==> src/rtl/matrix_mult_ctrl.sv <==
// Command-side controller for the 4x4x16 matrix unit: fetch two operands, run the unit, write back.
// Define MMC_TIMEOUT_EN to add an EXEC watchdog that raises err and skips writeback.
module matrix_mult_ctrl #(
    parameter int ADDR_W  = 12,
    parameter int TIMEOUT = 64
) (
    input  logic              clk,
    input  logic              reset,
    input  logic              start,
    input  logic [ADDR_W-1:0] src1_addr,
    input  logic [ADDR_W-1:0] src2_addr,
    input  logic [ADDR_W-1:0] dst_addr,
    output logic              busy,
    output logic              cmd_done,
    output logic              err,
    output logic [ADDR_W-1:0] mem_addr,
    output logic              mem_rd,
    input  logic [15:0]       mem_rdata,
    output logic              mem_wr,
    output logic [15:0]       mem_wdata,
    output logic [255:0]      mu_m1,
    output logic [255:0]      mu_m2,
    output logic              mu_enable,
    input  logic              mu_done,
    input  logic [255:0]      mu_result
);

    typedef enum logic [2:0] {
        S_IDLE,
        S_READ,
        S_DRAIN,
        S_EXEC,
        S_WRITE,
        S_FIN
    } state_t;

    localparam int EXEC_W = $clog2(TIMEOUT + 1);

    state_t            state;
    logic [ADDR_W-1:0] src1_q;
    logic [ADDR_W-1:0] src2_q;
    logic [ADDR_W-1:0] dst_q;
    logic [4:0]        cnt;
    logic [EXEC_W-1:0] exec_cnt;
    logic              cap_valid;
    logic [4:0]        cap_idx;
    logic [255:0]      result_q;

    logic [4:0]        cnt_next;
    logic [ADDR_W-1:0] rd_base;
    logic              done_seen;
    logic              timed_out;

    assign cnt_next  = cnt + 5'd1;
    assign rd_base   = cnt_next[4] ? src2_q : src1_q;
    // The first EXEC cycle has exec_cnt == 0; done is only honoured after it.
    assign done_seen = mu_done && (exec_cnt != '0);

`ifdef MMC_TIMEOUT_EN
    assign timed_out = (exec_cnt == EXEC_W'(TIMEOUT - 1));
`else
    assign timed_out = 1'b0;
`endif

    always_ff @(posedge clk or negedge reset) begin
        if (!reset) begin
            // NOTE: operand and result registers are reset as well, because
            // mu_m1/mu_m2 are visible outputs that must read 0 after reset.
            state     <= S_IDLE;
            src1_q    <= '0;
            src2_q    <= '0;
            dst_q     <= '0;
            cnt       <= '0;
            exec_cnt  <= '0;
            cap_valid <= 1'b0;
            cap_idx   <= '0;
            result_q  <= '0;
            busy      <= 1'b0;
            cmd_done  <= 1'b0;
            err       <= 1'b0;
            mem_addr  <= '0;
            mem_rd    <= 1'b0;
            mem_wr    <= 1'b0;
            mem_wdata <= '0;
            mu_m1     <= '0;
            mu_m2     <= '0;
            mu_enable <= 1'b0;
        end else begin
            cmd_done  <= 1'b0;
            cap_valid <= mem_rd;
            cap_idx   <= cnt;

            // Read data arrives one cycle after its request; slot index travels with it.
            if (cap_valid) begin
                if (cap_idx[4]) mu_m2[16*cap_idx[3:0] +: 16] <= mem_rdata;
                else            mu_m1[16*cap_idx[3:0] +: 16] <= mem_rdata;
            end

            case (state)
                S_IDLE: begin
                    if (start) begin
                        src1_q   <= src1_addr;
                        src2_q   <= src2_addr;
                        dst_q    <= dst_addr;
                        err      <= 1'b0;
                        busy     <= 1'b1;
                        mem_rd   <= 1'b1;
                        mem_addr <= src1_addr;
                        cnt      <= '0;
                        state    <= S_READ;
                    end
                end
                S_READ: begin
                    if (cnt == 5'd31) begin
                        mem_rd <= 1'b0;
                        state  <= S_DRAIN;
                    end else begin
                        cnt      <= cnt_next;
                        mem_addr <= rd_base + ADDR_W'(cnt_next[3:0]);
                    end
                end
                S_DRAIN: begin
                    mu_enable <= 1'b1;
                    exec_cnt  <= '0;
                    state     <= S_EXEC;
                end
                S_EXEC: begin
                    if (done_seen) begin
                        // First write word bypasses result_q, which loads on this same edge.
                        result_q  <= mu_result;
                        mu_enable <= 1'b0;
                        mem_wr    <= 1'b1;
                        mem_addr  <= dst_q;
                        mem_wdata <= mu_result[15:0];
                        cnt       <= '0;
                        state     <= S_WRITE;
                    end else if (timed_out) begin
                        err       <= 1'b1;
                        mu_enable <= 1'b0;
                        cmd_done  <= 1'b1;
                        state     <= S_FIN;
                    end else if (exec_cnt != '1) begin
                        exec_cnt <= exec_cnt + EXEC_W'(1);
                    end
                end
                S_WRITE: begin
                    if (cnt == 5'd15) begin
                        mem_wr   <= 1'b0;
                        cmd_done <= 1'b1;
                        state    <= S_FIN;
                    end else begin
                        cnt       <= cnt_next;
                        mem_addr  <= dst_q + ADDR_W'(cnt_next[3:0]);
                        mem_wdata <= result_q[16*cnt_next[3:0] +: 16];
                    end
                end
                S_FIN: begin
                    busy  <= 1'b0;
                    state <= S_IDLE;
                end
                default: state <= S_IDLE;
            endcase
        end
    end

endmodule

==> config.mk <==
export PLATFORM = sky130hd
export DESIGN_NAME = matrix_mult_ctrl
export DESIGN_NICKNAME = d
export VERILOG_FILES = /design/src/rtl/matrix_mult_ctrl.sv
export SDC_FILE = /design/constraint.sdc
export NUM_CORES = 1
export LEC_CHECK = 0
export CAP_MARGIN = 30
export CORE_MARGIN = 2
export CORE_UTILIZATION = 30
export DETAILED_ROUTE_END_ITERATION = 8
export SLEW_MARGIN = 5
export SYNTH_ARGS = -nofsm -noshare
export SYNTH_HDL_FRONTEND = slang
export SYNTH_SLANG_ARGS = --single-unit
export TNS_END_PERCENT = 10
==> constraint.sdc <==
create_clock -name clk -period 4.6 [get_ports clk]
set_input_delay 1.15 -clock clk [delete_from_list [all_inputs] [get_ports clk]]
set_output_delay 1.15 -clock clk [all_outputs]
set_load 0.01 [all_outputs]
== Word level (Yosys, flattened, before mapping) ==
Cells that the tools add are included.
Word-level totals
  bits in registers: 858
  output and inout port bits: 546
  input bits: 312
Operators by class
  equality and inequality tests: 16
  shift-type cells: 3
  reductions and logical operators: 20
  multiplexer cells: 35
  bitwise operators: 1
  $add $sub $neg: 5
Operators by type and width (number)
  bitwise mux 256 bit: 2
  variable shift 16 x 34 -> 256 bit, first input constant: 1
  indexed part select 16 x 34 -> 256 bit: 1
  indexed part select 256 x 9 -> 16 bit: 1
  2-to-1 mux 12 bit: 5
  case mux 12 bit (4 select lines): 1
  negator 8 -> 34 bit: 1
  2-to-1 mux 16 bit: 2
  case mux 16 bit (2 select lines): 1
  adder 12 x 4 -> 12 bit: 2
  2-to-1 mux 5 bit: 4
  case mux 5 bit (4 select lines): 1
  inequality test 2 bit, second input constant: 8
  case mux 3 bit (5 select lines): 1
  2-to-1 mux 7 bit: 2
  case mux 7 bit (2 select lines): 1
  2-to-1 mux 3 bit: 4
  AND reduction 2 bit: 6
  AND reduction 3 bit: 4
  case mux 1 bit (2 select lines): 4
  nonzero test 2 bit: 4
  adder 7 x 1 -> 7 bit, second input constant: 1
  2-to-1 mux 1 bit: 7
  inequality test 7 bit, second input constant: 1
  other kinds (13): 15

== Depth between registers and ports, before layout ==
Gate-level depths: netlist of run 1.
  depth in word-level cells: 5
  depth in mapped cells: 14
  gate-level depth less buffers: 12

== Least setup slack after synthesis of run 1 ==
OpenSTA, ideal clock, no wires.
  path kind: register to register
  start point: reg cnt[1]
  end point: reg mem_addr[8]
  data arrival time: 3829 ps
  buffers on the path: 2
  setup slack: 645 ps
  required time: 4474 ps
  cell stages (with the launch flop): 15
  cell sequence: dfrtp_1 ha_1 and3_1 ha_1 clkbuf_1 buf_1 mux2i_1 o21ai_0 ha_1 fa_1 a21o_1 a21oi_1 a21oi_1 xor2_1 a221o_1
On the way
  word-level cells in the longest chain between the ends: 5
  elaborated cells between the ends (all ways): 12
RTL lines
  start, declared: RTL line 43  | logic [4:0] cnt;
  start signal, assigned: RTL line 118  | cnt <= cnt_next;
  start signal, assigned: RTL line 152  | cnt <= cnt_next;
  adder 5 x 1 -> 5 bit: RTL line 54  | assign cnt_next = cnt + 5'd1;
  2-to-1 mux 12 bit: RTL line 55  | assign rd_base = cnt_next[4] ? src2_q : src1_q;
  adder 12 x 4 -> 12 bit: RTL line 119  | mem_addr <= rd_base + ADDR_W'(cnt_next[3:0]);
  2-to-1 mux 12 bit: RTL line 114  | if (cnt == 5'd31) begin
  case mux 12 bit (4 select lines): RTL line 99  | case (state)
  end signal, assigned: RTL line 108  | mem_addr <= src1_addr;
  end signal, assigned: RTL line 119
  end signal, assigned: RTL line 133  | mem_addr <= dst_q;
  end, declared: RTL line 16  | output logic [ADDR_W-1:0] mem_addr,
Parallel ways exist; a longest one is shown, timed or not. The select of a mux whose other input is x is not followed.
A chain may end at the register's enable or synchronous reset.

== Final worst setup path of run 1 ==
  start point: reg cnt[0]
  end point: reg mem_addr[9]
The elaborated chain is that of the path after synthesis.

==> results of run 1 <==
==> worst max-delay path, delay by kind of cell (launching register included) <==
| kind | cells | cell delay (ns) |
|---|---|---|
| buffers and inverters | 1 | 0.28 |
| AOI/OAI and AO/OA | 4 | 0.70 |
| DFF | 1 | 0.49 |
| muxes | 1 | 0.21 |
| adders and majority gates | 3 | 0.95 |
| and+or+nand+nor | 3 | 0.86 |
==> state kept, by name, summed over array words and instances (netlist names) <==
name,count
result_q,256
mu_m1,256
busy,1
cnt,5
exec_cnt,7
mem_addr,12
cap_valid,1
mem_wr,1
cmd_done,1
state,3
src1_q,12
cap_idx,5
mu_m2,256
mu_enable,1
src2_q,12
mem_wdata,16
mem_rd,1
dst_q,12
==> cells by family after synthesis <==
kind of cell / share of synthesized area, %
simple gates: 6.33
compound gates: 3.29
buf+inv: 2.14
mux: 28.1
other cells: 0.0104
fa+ha+maj: 0.437
flops: 59.5
xor+xnor: 0.218
==> power groups by stage <==
stage	Combinational, mW	Clock [mW]	Sequential, mW
3_5_place_dp	10.7	0	10.8
4_1_cts	10.7	7.88	10.6
6_report	10.6	7.68	10.6
5_1_grt	11.3	8.22	10.9
2_1_floorplan	4.76	0	11.0
3_3_place_gp	10.6	0	10.7
==> layout by cell type, fill, tap and decap left out, types with 17 or more instances in the layout <==
| cell | count |
|---|---|
| dfrtp_1 | 857 |
| clkdlybuf4s50_1 | 855 |
| mux2_2 | 716 |
| nand2_1 | 220 |
| o21ai_0 | 109 |
| clkbuf_16 | 95 |
| mux4_2 | 80 |
| and2_1 | 71 |
| buf_4 | 61 |
| nor2_1 | 38 |
| nor2b_1 | 37 |
| clkbuf_1 | 31 |
| inv_1 | 30 |
| mux2i_1 | 28 |
| and3_1 | 21 |
| a21oi_1 | 20 |
| clkbuf_8 | 18 |
| a31oi_1 | 17 |
==> worst max path at each step <==
stage	from	end	slack, ns	cells past startpoint
floorplan	cnt[1]	mem_addr[8]	0.64	14
global placement	cnt[0]	mem_addr[9]	1.09	11
detailed placement	cnt[0]	mem_addr[9]	1.05	11
CTS	cnt[0]	mem_addr[9]	1.04	11
global route	cnt[0]	mem_addr[9]	0.82	12
finish	cnt[0]	mem_addr[9]	1.05	12
==> per-stage QoR <==
step | utilization (%) | total power [mW] | hold slack (ns)
after floorplan | - | 15.8 | 0.375
after global placement | 39.1 | 21.3 | 0.427
after detailed placement | 39.2 | 21.5 | 0.432
after CTS | 41.8 | 29.2 | 0.446
after global routing | 41.9 | 30.4 | 0.460
final | 41.9 | 28.9 | 0.455
==> final cells by class <==
| cell class | instances | area, um^2 |
|---|---|---|
| fill | 11300 | 69500 |
| sequential | 858 | 21500 |
| multi-input combinational | 1505 | 14000 |
| timing repair buffer | 933 | 9370 |
| clock buffer | 144 | 2740 |
| tap | 1612 | 2020 |
| clock inverter | 29 | 424 |
| inverter | 31 | 116 |
| antenna | 8 | 20.0 |
==> routing by layer <==
metal,vias to the layer above,GRT usage [%]
met5,-,0
met4,24,6.25
met3,170,6.41
met2,871,35.0
met1,12800,25.3
li1,10900,-
==> metrics.txt, run 1 <==
status complete, no violations; Syn. warnings 0; RD Place Congestion between 0.8 and 0.9; Final Hold Violating Endpoints 0; Post-CTS Resized 0; Flop pwr share 36.8%; DP Area between 40,000 and 50,000 um^2; Worst R2R Path Depth 12; largest cells by area after synthesis dfrtp_1 (59%), mux2_2 (22%), mux4_2 (5.0%); max-cap violation count 0; # nets final between 3k and 4k; PwrDens 577 nW/um^2; Initial DRT Pass Iterations 5; vias per cell 4.82; clock buffer count from CTS 95; hold buffer count at CTS 0; Die Span Y 351 um; setup violators final 0; Syn Nets 2,859; initial antenna violation count 23; WP data arrival about 4.2 ns; total number of vias 24.7k; I/O pin total 858; CTS Sinks between 800 and 900; starting density of the core 30.2%; Mean Syn Cell Area 14.2 um^2; Antenna Nets Post-Route 0; CP max-delay cell or4_1; Seq cells post-synth 858; vias in the first global route 25.2k; Top Layer Used met5; critical path cell sequence ha_4, and3_1, ha_1, buf_4, mux2i_1, o21ai_0, ha_1, o21ai_0, o21bai_1, o2111ai_1, or4_1, nand3_1; Power Internal 19.1 mW; Crit Path Class reg -> reg; core area roughly 120,000 um^2; met2 routed WL 64,000 um; Net Sw Frac 33.7%; non-filler cells, final 5,120; Initial DRC Count 1,262; hpwl dp 99,000 um; pin count of the biggest net entering global routing 179; Total GRT Usage 20.7%; dpl cells 4,937; Synth Flop Type dfrtp_1; Post-Syn Instances 2,535; met1 wire length roughly 52,000 um; library cells used by synthesis 67; reg-to-reg endpoint mem_addr[9]; WL per Instance 25.5 um; first-pass GRT wire length 185,000 um; post-synthesis instance area roughly 36,000 um^2; top cells by count, synth dfrtp_1 (858), mux2_2 (716), nand2_1 (220); area delta synth->final 38.9%; Clk pwr share between 20% and 30%; Total Neg Setup Slack 0 ns; Final min period 3.55 ns; Psw slightly below 10 mW; crit path max fanout 18; largest area contributor in the netlist dfrtp_1; Die ar. ~120,000 um^2; FP Rows 127; min-delay src mem_rd; CTS tree done; VDD IR max 0.000446 V; DR DRC count 0; Slew @ Worst Pin a little over 1 ns; unrepaired setup endpoints after global routing false; fin. max-slew vios 0; layout cell share with drive strength beyond 1 roughly 30%; Die W 351 um; Slew HR 31.1%; later-pin clock latency in the skew report a little under 0.7 ns; FFs w/ async S/R, synth 100%; EDFF count, synth 0; Buffers on Ports between 800 and 900; CTS H-tree depth 3; worst min path class reg -> reg; Root Buffer clkbuf_16; Seq/Total Area, Yosys between 50% and 60%; most frequent cell after synthesis dfrtp_1; worst slack at placement 1.05 ns; post-CTS setup buffers 0; Yosys top cell area share 59.5%; final worst setup slack 1.05 ns; Final Cell Area 50,100 um^2; hold depth 0; Worst Hold Path EP cap_valid; CP required between 5 and 6 ns; flop2flop setup slack 1.05 ns; proportion of power drawn by combinational gates between 30 and 40%; LEAKAGE ~23 nW; met3 routed WL 10,700 um; WL final 130,000 um; total grt overflow 0; Reg clk slew, reported paths ~0.060 ns; Max Fclk 281 MHz; Setup Skew 0.0324 ns; final worst path period share 77.2%; crit end category register; Bufs on Longest Clock Path 3; FF-to-FF Start cnt[0]; Startpoint Class register; max incr delay on CP 0.55 ns
Power figures use the tool's default switching activity.
==> inputs of run 2 (changes only) <==
==> constraint.sdc (replaced) <==
create_clock -name clk -period 3.3 [get_ports clk]
set_input_delay 0.825 -clock clk [delete_from_list [all_inputs] [get_ports clk]]
set_output_delay 0.825 -clock clk [all_outputs]
set_load 0.01 [all_outputs]
==> metrics.txt, run 2 (synthesis gave the netlist of run 1 again) <==
status complete, no violations; Layout fillers 11.2k; area delta synth->final 40.2%; hpwl dp around 100,000 um; Total GRT Usage 20.7%; unrepaired setup endpoints after global routing true; commonest non-fill, non-tap cell in the layout dfrtp_1; post-CTS setup buffers 0; Root Buffer clkbuf_16; dpl cells 4,990; later-pin clock latency in the skew report 0.70 ns; WL final 130,000 um; commonest cells after routing, fill and taps aside dfrtp_1 (857), clkdlybuf4s50_1 (855), mux2_2 (716); setup violators final 0; I/O pin total 858; hold buffer count at CTS 0; Crit Path Class reg -> reg; area of the multi-input gates about 14,000 um^2; Antenna Nets Post-Route 0; CTS tree done; Bufs on Longest Clock Path 3; biggest regs mu_m1 x256, mu_m2 x256, result_q x256; Reg clk slew, reported paths 0.06 ns; # nets final 3,800; flop2flop setup slack 0.16 ns; non-filler cells, final 5,183; FF-to-FF Start cnt[0]; clock buffer count from CTS 96; first-pass GRT wire length approximately 190,000 um; Initial DRT Pass Iterations 7; Initial DRC Count 1,418; vias per cell 4.78; fin. max-slew vios 0; VDD IR max 0.000434 V; vias in the first global route 25.4k; CTS H-tree depth 3; initial antenna violation count between 40 and 50; CP required 3.86 ns; Die Span Y 351 um; layout cell share with drive strength beyond 1 between 30% and 40%; starting density of the core between 30% and 40%; final worst path period share 95.2%; Final Hold Violating Endpoints 0; WL per Instance 25.1 um; worst min path class in -> async; crit path max fanout 6; Startpoint Class register; Setup Skew 0.0557 ns; core area 120,000 um^2; worst slack at placement 0.0849 ns; FP Rows 127; CTS Sinks 858; max-cap violation count 0; crit end category register; reg-to-reg endpoint mem_addr[8]; Slew HR 35.2%; LEAKAGE 23.3 nW; DR DRC count 0; total grt overflow 0; Final min period 3.14 ns; PwrDens 804 nW/um^2; FF/Latch Area between 20,000 and 25,000 um^2; final worst setup slack 0.158 ns; Die ar. 123,000 um^2; RD Place Congestion 0.820; Die W 351 um; Worst R2R Path Depth 12; pin count of the biggest net entering global routing 98; total number of vias 24.8k; Max Fclk approximately 320 MHz; Slew @ Worst Pin 0.972 ns; WP data arrival 3.70 ns; Buffers on Ports 856
[run 2: cell count changes in the layout (fill, tap and decap cells not counted), sizes merged]
cell and change:
diode +10, buf +51, clkinv +3, clkinvlp +1, clkbuf -3, inv +1
[run 2: timing repair]
item                                    CTS  global route
endpoints found under the setup margin    0             4
resized for setup                         0             3
endpoints found under the hold margin     0             0
[run 2: layout make-up]
cell class / instances / area share [%]
inverter: 31 / 0.230
tap: 1612 / 3.99
sequential: 858 / 42.4
multi-input combinational: 1505 / 27.6
antenna: 18 / 0.0890
clock buffer: 141 / 5.46
clock inverter: 34 / 0.905
timing repair buffer: 984 / 19.3
[run 2: worst max-delay path, cell delays in order (launching register included)]
cell and delay (ns):
dfrtp_4 0.50, ha_4 0.17, and3_1 0.21, ha_4 0.32
mux2i_1 0.18, o21ai_0 0.10, ha_2 0.21, fa_2 0.35
a21o_1 0.22, a21oi_4 0.21, a21oi_1 0.08, xor2_1 0.16
a221o_1 0.34
[run 2: routing by layer]
| layer | share of wire (%) | GRT usage, % | routed length, um | vias to the layer above |
|---|---|---|---|---|
| li1 | - | - | - | 11000 |
| met1 | 40 | 25.1 | 51500 | 12800 |
| met2 | 50 | 35.2 | 64600 | 832 |
| met3 | 8.0 | 6.18 | 10400 | 197 |
| met4 | 2.5 | 6.33 | 3210 | 40 |
| met5 | 0.21 | 0 | 267 | - |
[run 2: worst max-delay path by stage]
stage | start | endpoint | depth (start not counted)
CTS | cnt[0] | mem_addr[8] | 12
global placement | cnt[0] | mem_addr[8] | 12
global route | cnt[0] | mem_addr[8] | 12
detailed placement | cnt[0] | mem_addr[8] | 12
floorplan | cnt[1] | mem_addr[8] | 14
finish | cnt[0] | mem_addr[8] | 12
[run 2: per-stage QoR]
step	utilization, %	power, mW	area (um^2)	TNS (ns)	hold WS, ns
global route	42.3	42.9	50600	-0.0392	0.120
global placement	39.6	30.0	47300	0	0.419
finish	42.3	40.7	50600	0	0.117
floorplan	-	22.0	36100	0	0.379
CTS	42.2	41.2	50600	0	0.120
detailed placement	39.6	30.2	47300	0	0.437
[run 2: power by group]
part / leakage [nW] / total (mW) / internal, mW / switching, mW
Sequential: 11.3 / 14.8 / 13.2 / 1.66
Clock: 1.57 / 10.9 / 6.25 / 4.60
Combinational: 10.4 / 15.0 / 7.54 / 7.44
Total: 23.3 / 40.7 / 27.0 / 13.7
==> inputs of run 3 (changes only) <==
--- a/config.mk
+++ b/config.mk
@@ -8,6 +8,7 @@
 export CAP_MARGIN = 30
 export CORE_MARGIN = 2
 export CORE_UTILIZATION = 30
+export CTS_BUF_LIST = sky130_fd_sc_hd__clkbuf_2
 export DETAILED_ROUTE_END_ITERATION = 8
 export SLEW_MARGIN = 5
 export SYNTH_ARGS = -nofsm -noshare
==> metrics.txt, run 3 (synthesis gave the netlist of run 1 again) <==
status complete, no violations; Net Sw Frac 37.8%; vias per cell 4.71; Reg clk slew, reported paths 0.11 ns; Worst Hold Path EP result_q[112]; min-delay src mu_result[112]; Setup Skew 0.164 ns; hpwl dp between 90,000 and 100,000 um; RD Place Congestion 0.820; Final Hold Violating Endpoints 0; CTS H-tree depth 4; max-cap violation count 0; CTS Sinks 858; WL per Instance ~23 um; Root Buffer clkbuf_2; Flop pwr share 40.3%; flop2flop setup slack around 0.10 ns; fin. max-slew vios 0; I/O pin total approximately 860; post-layout power roughly 37 mW; Initial DRT Pass Iterations 5; most used cell, CP ha_4; Power Internal 22.8 mW; core area 120,000 um^2; Buffers on Ports 856; VDD IR max roughly 0.00044 V; worst min path class in -> reg; commonest non-fill, non-tap cell in the layout dfrtp_1; Startpoint Class register; Psw 13.9 mW; first-pass GRT wire length 195,000 um; Die ar. 123,000 um^2; crit path max fanout 5; crit end category register; unrepaired setup endpoints after global routing true; WL final 136,000 um; setup violators final 0; critical path cell sequence ha_4, and3_4, ha_4, mux2i_1, o21ai_1, ha_2, fa_2, a21o_1, a21oi_4, a21oi_2, xor2_1, a221o_1; CP max-delay cell dfrtp_4; Slew @ Worst Pin 1.07 ns; DP Area around 47,000 um^2; hold depth 3; Max Fclk 313 MHz; clock buffer count from CTS 226; DR DRC count 0; area delta synth->final 42.9%; vias in the first global route between 20k and 30k; LEAKAGE 25.8 nW; CP required 4.72 ns; Bufs on Longest Clock Path 3; total number of vias about 27k; Initial DRC Count 1,472; Total GRT Usage between 20% and 30%; Die W 351 um; Worst R2R Path Depth 12; Final min period approximately 3.2 ns; reg-to-reg endpoint mem_addr[8]; total grt overflow 0; Layout fillers 11.4k; commonest cells after routing, fill and taps aside dfrtp_1 (855), mux2_2 (716), clkbuf_2 (504); Final Cell Area 51,600 um^2; starting density of the core between 30% and 40%; layout cell share with drive strength beyond 1 42.6%; Antenna Nets Post-Route 0; PwrDens 711 nW/um^2; initial antenna violation count 23; Clk pwr share 20.8%; final worst path period share 96.9%; pin count of the biggest net entering global routing 98; max incr delay on CP roughly 0.52 ns; Slew HR between 20 and 30%; WP data arrival between 4 and 5 ns; CTS tree done; # nets final ~4.3k; proportion of power drawn by combinational gates between 30 and 40%; FP Rows roughly 130; Crit Path Class reg -> reg; Die Span Y 351 um; FF-to-FF Start cnt[0]; later-pin clock latency in the skew report 1.65 ns; biggest regs mu_m1 x256, mu_m2 x256, result_q x256
run 3: changes by cell type in the layout (fill, tap and decap cells not counted), sizes merged:
| cell | previous run | this run |
|---|---|---|
| clkdlybuf4s50 | 855 | 310 |
| dlygate4sd3 | 0 | 366 |
| clkbuf | 141 | 504 |
| buf | 129 | 418 |
| clkdlybuf4s15 | 0 | 78 |
| dlygate4sd2 | 0 | 49 |
| clkinv | 25 | 34 |
| diode | 18 | 26 |
| inv | 33 | 36 |
| bufinv | 5 | 3 |
| clkinvlp | 2 | 1 |
run 3: cell type report:
cell class                 count  area (um^2)  share of cell area (%)
clock inverter                43          298                   0.577
multi-input combinational   1505        14000                    27.2
sequential                   858        21500                    41.6
tap                         1612         2020                    3.91
antenna                       26         65.1                   0.126
clock buffer                 347         1740                    3.37
timing repair buffer        1378        11900                    23.0
inverter                      31          116                   0.226
run 3: metrics by stage:
stage | utilization [%] | std cells | TNS [ns] | hold WS (ns) | worst slack (ns)
5_1_grt | 43.1 | 5794 | -0.408 | 0.0906 | -0.103
6_report | 43.1 | 5800 | 0 | 0.349 | 0.104
3_3_place_gp | 39.6 | 4990 | 0 | 0.419 | 0.0994
4_1_cts | 43.9 | 5767 | -60.46 | 0.0000917 | -0.164
3_5_place_dp | 39.6 | 4990 | 0 | 0.437 | 0.0849
2_1_floorplan | - | 2535 | 0 | 0.379 | 0.0179
run 3: worst max path at each step:
stage / start / end / cells after the start
detailed placement: cnt[0] / mem_addr[8] / 12
global route: cnt[0] / mem_addr[8] / 12
floorplan: cnt[1] / mem_addr[8] / 14
CTS: mu_m1[209] / mu_m1[209] / 1
global placement: cnt[0] / mem_addr[8] / 12
finish: cnt[0] / mem_addr[8] / 12
run 3: critical path: cells and delay by family (launching register included):
kind                       cells  cell delay, ns
xor gates and xnor gates       1            0.16
adders and majority gates      4            1.08
DFF                            1            0.52
muxes                          1            0.18
AOI/OAI and AO/OA              5            0.87
and+or+nand+nor                1            0.18
run 3: what timing repair did:
| action | CTS | global route |
|---|---|---|
| hold buffers | 367 | 0 |
| pin swaps | 0 | 10 |
| endpoints found under the setup margin | 547 | 329 |
| buffers inserted | 20 | 7 |
| hold endpoints to repair | 1246 | 0 |
| gates resized for setup | 1465 | 385 |
run 3: power groups by stage:
stage / combinational [mW] / clock, mW / sequential [mW]
6_report: 14.3 / 7.62 / 14.8
5_1_grt: 15.4 / 8.51 / 15.1
4_1_cts: 14.6 / 7.94 / 14.8
3_5_place_dp: 15.2 / 0 / 15.0
3_3_place_gp: 15.1 / 0 / 14.9
2_1_floorplan: 6.69 / 0 / 15.3
run 3: routing by layer:
metal / wire, um / vias to the layer above / share of wire [%] / global-route usage [%]
met4: 3180 / 2 / 2.3 / 7.28
met2: 68600 / 973 / 51 / 37.4
met3: 9320 / 157 / 6.9 / 5.91
met5: 11 / - / 0.0081 / 0
li1: - / 12200 / - / -
met1: 54600 / 14000 / 40 / 26.1
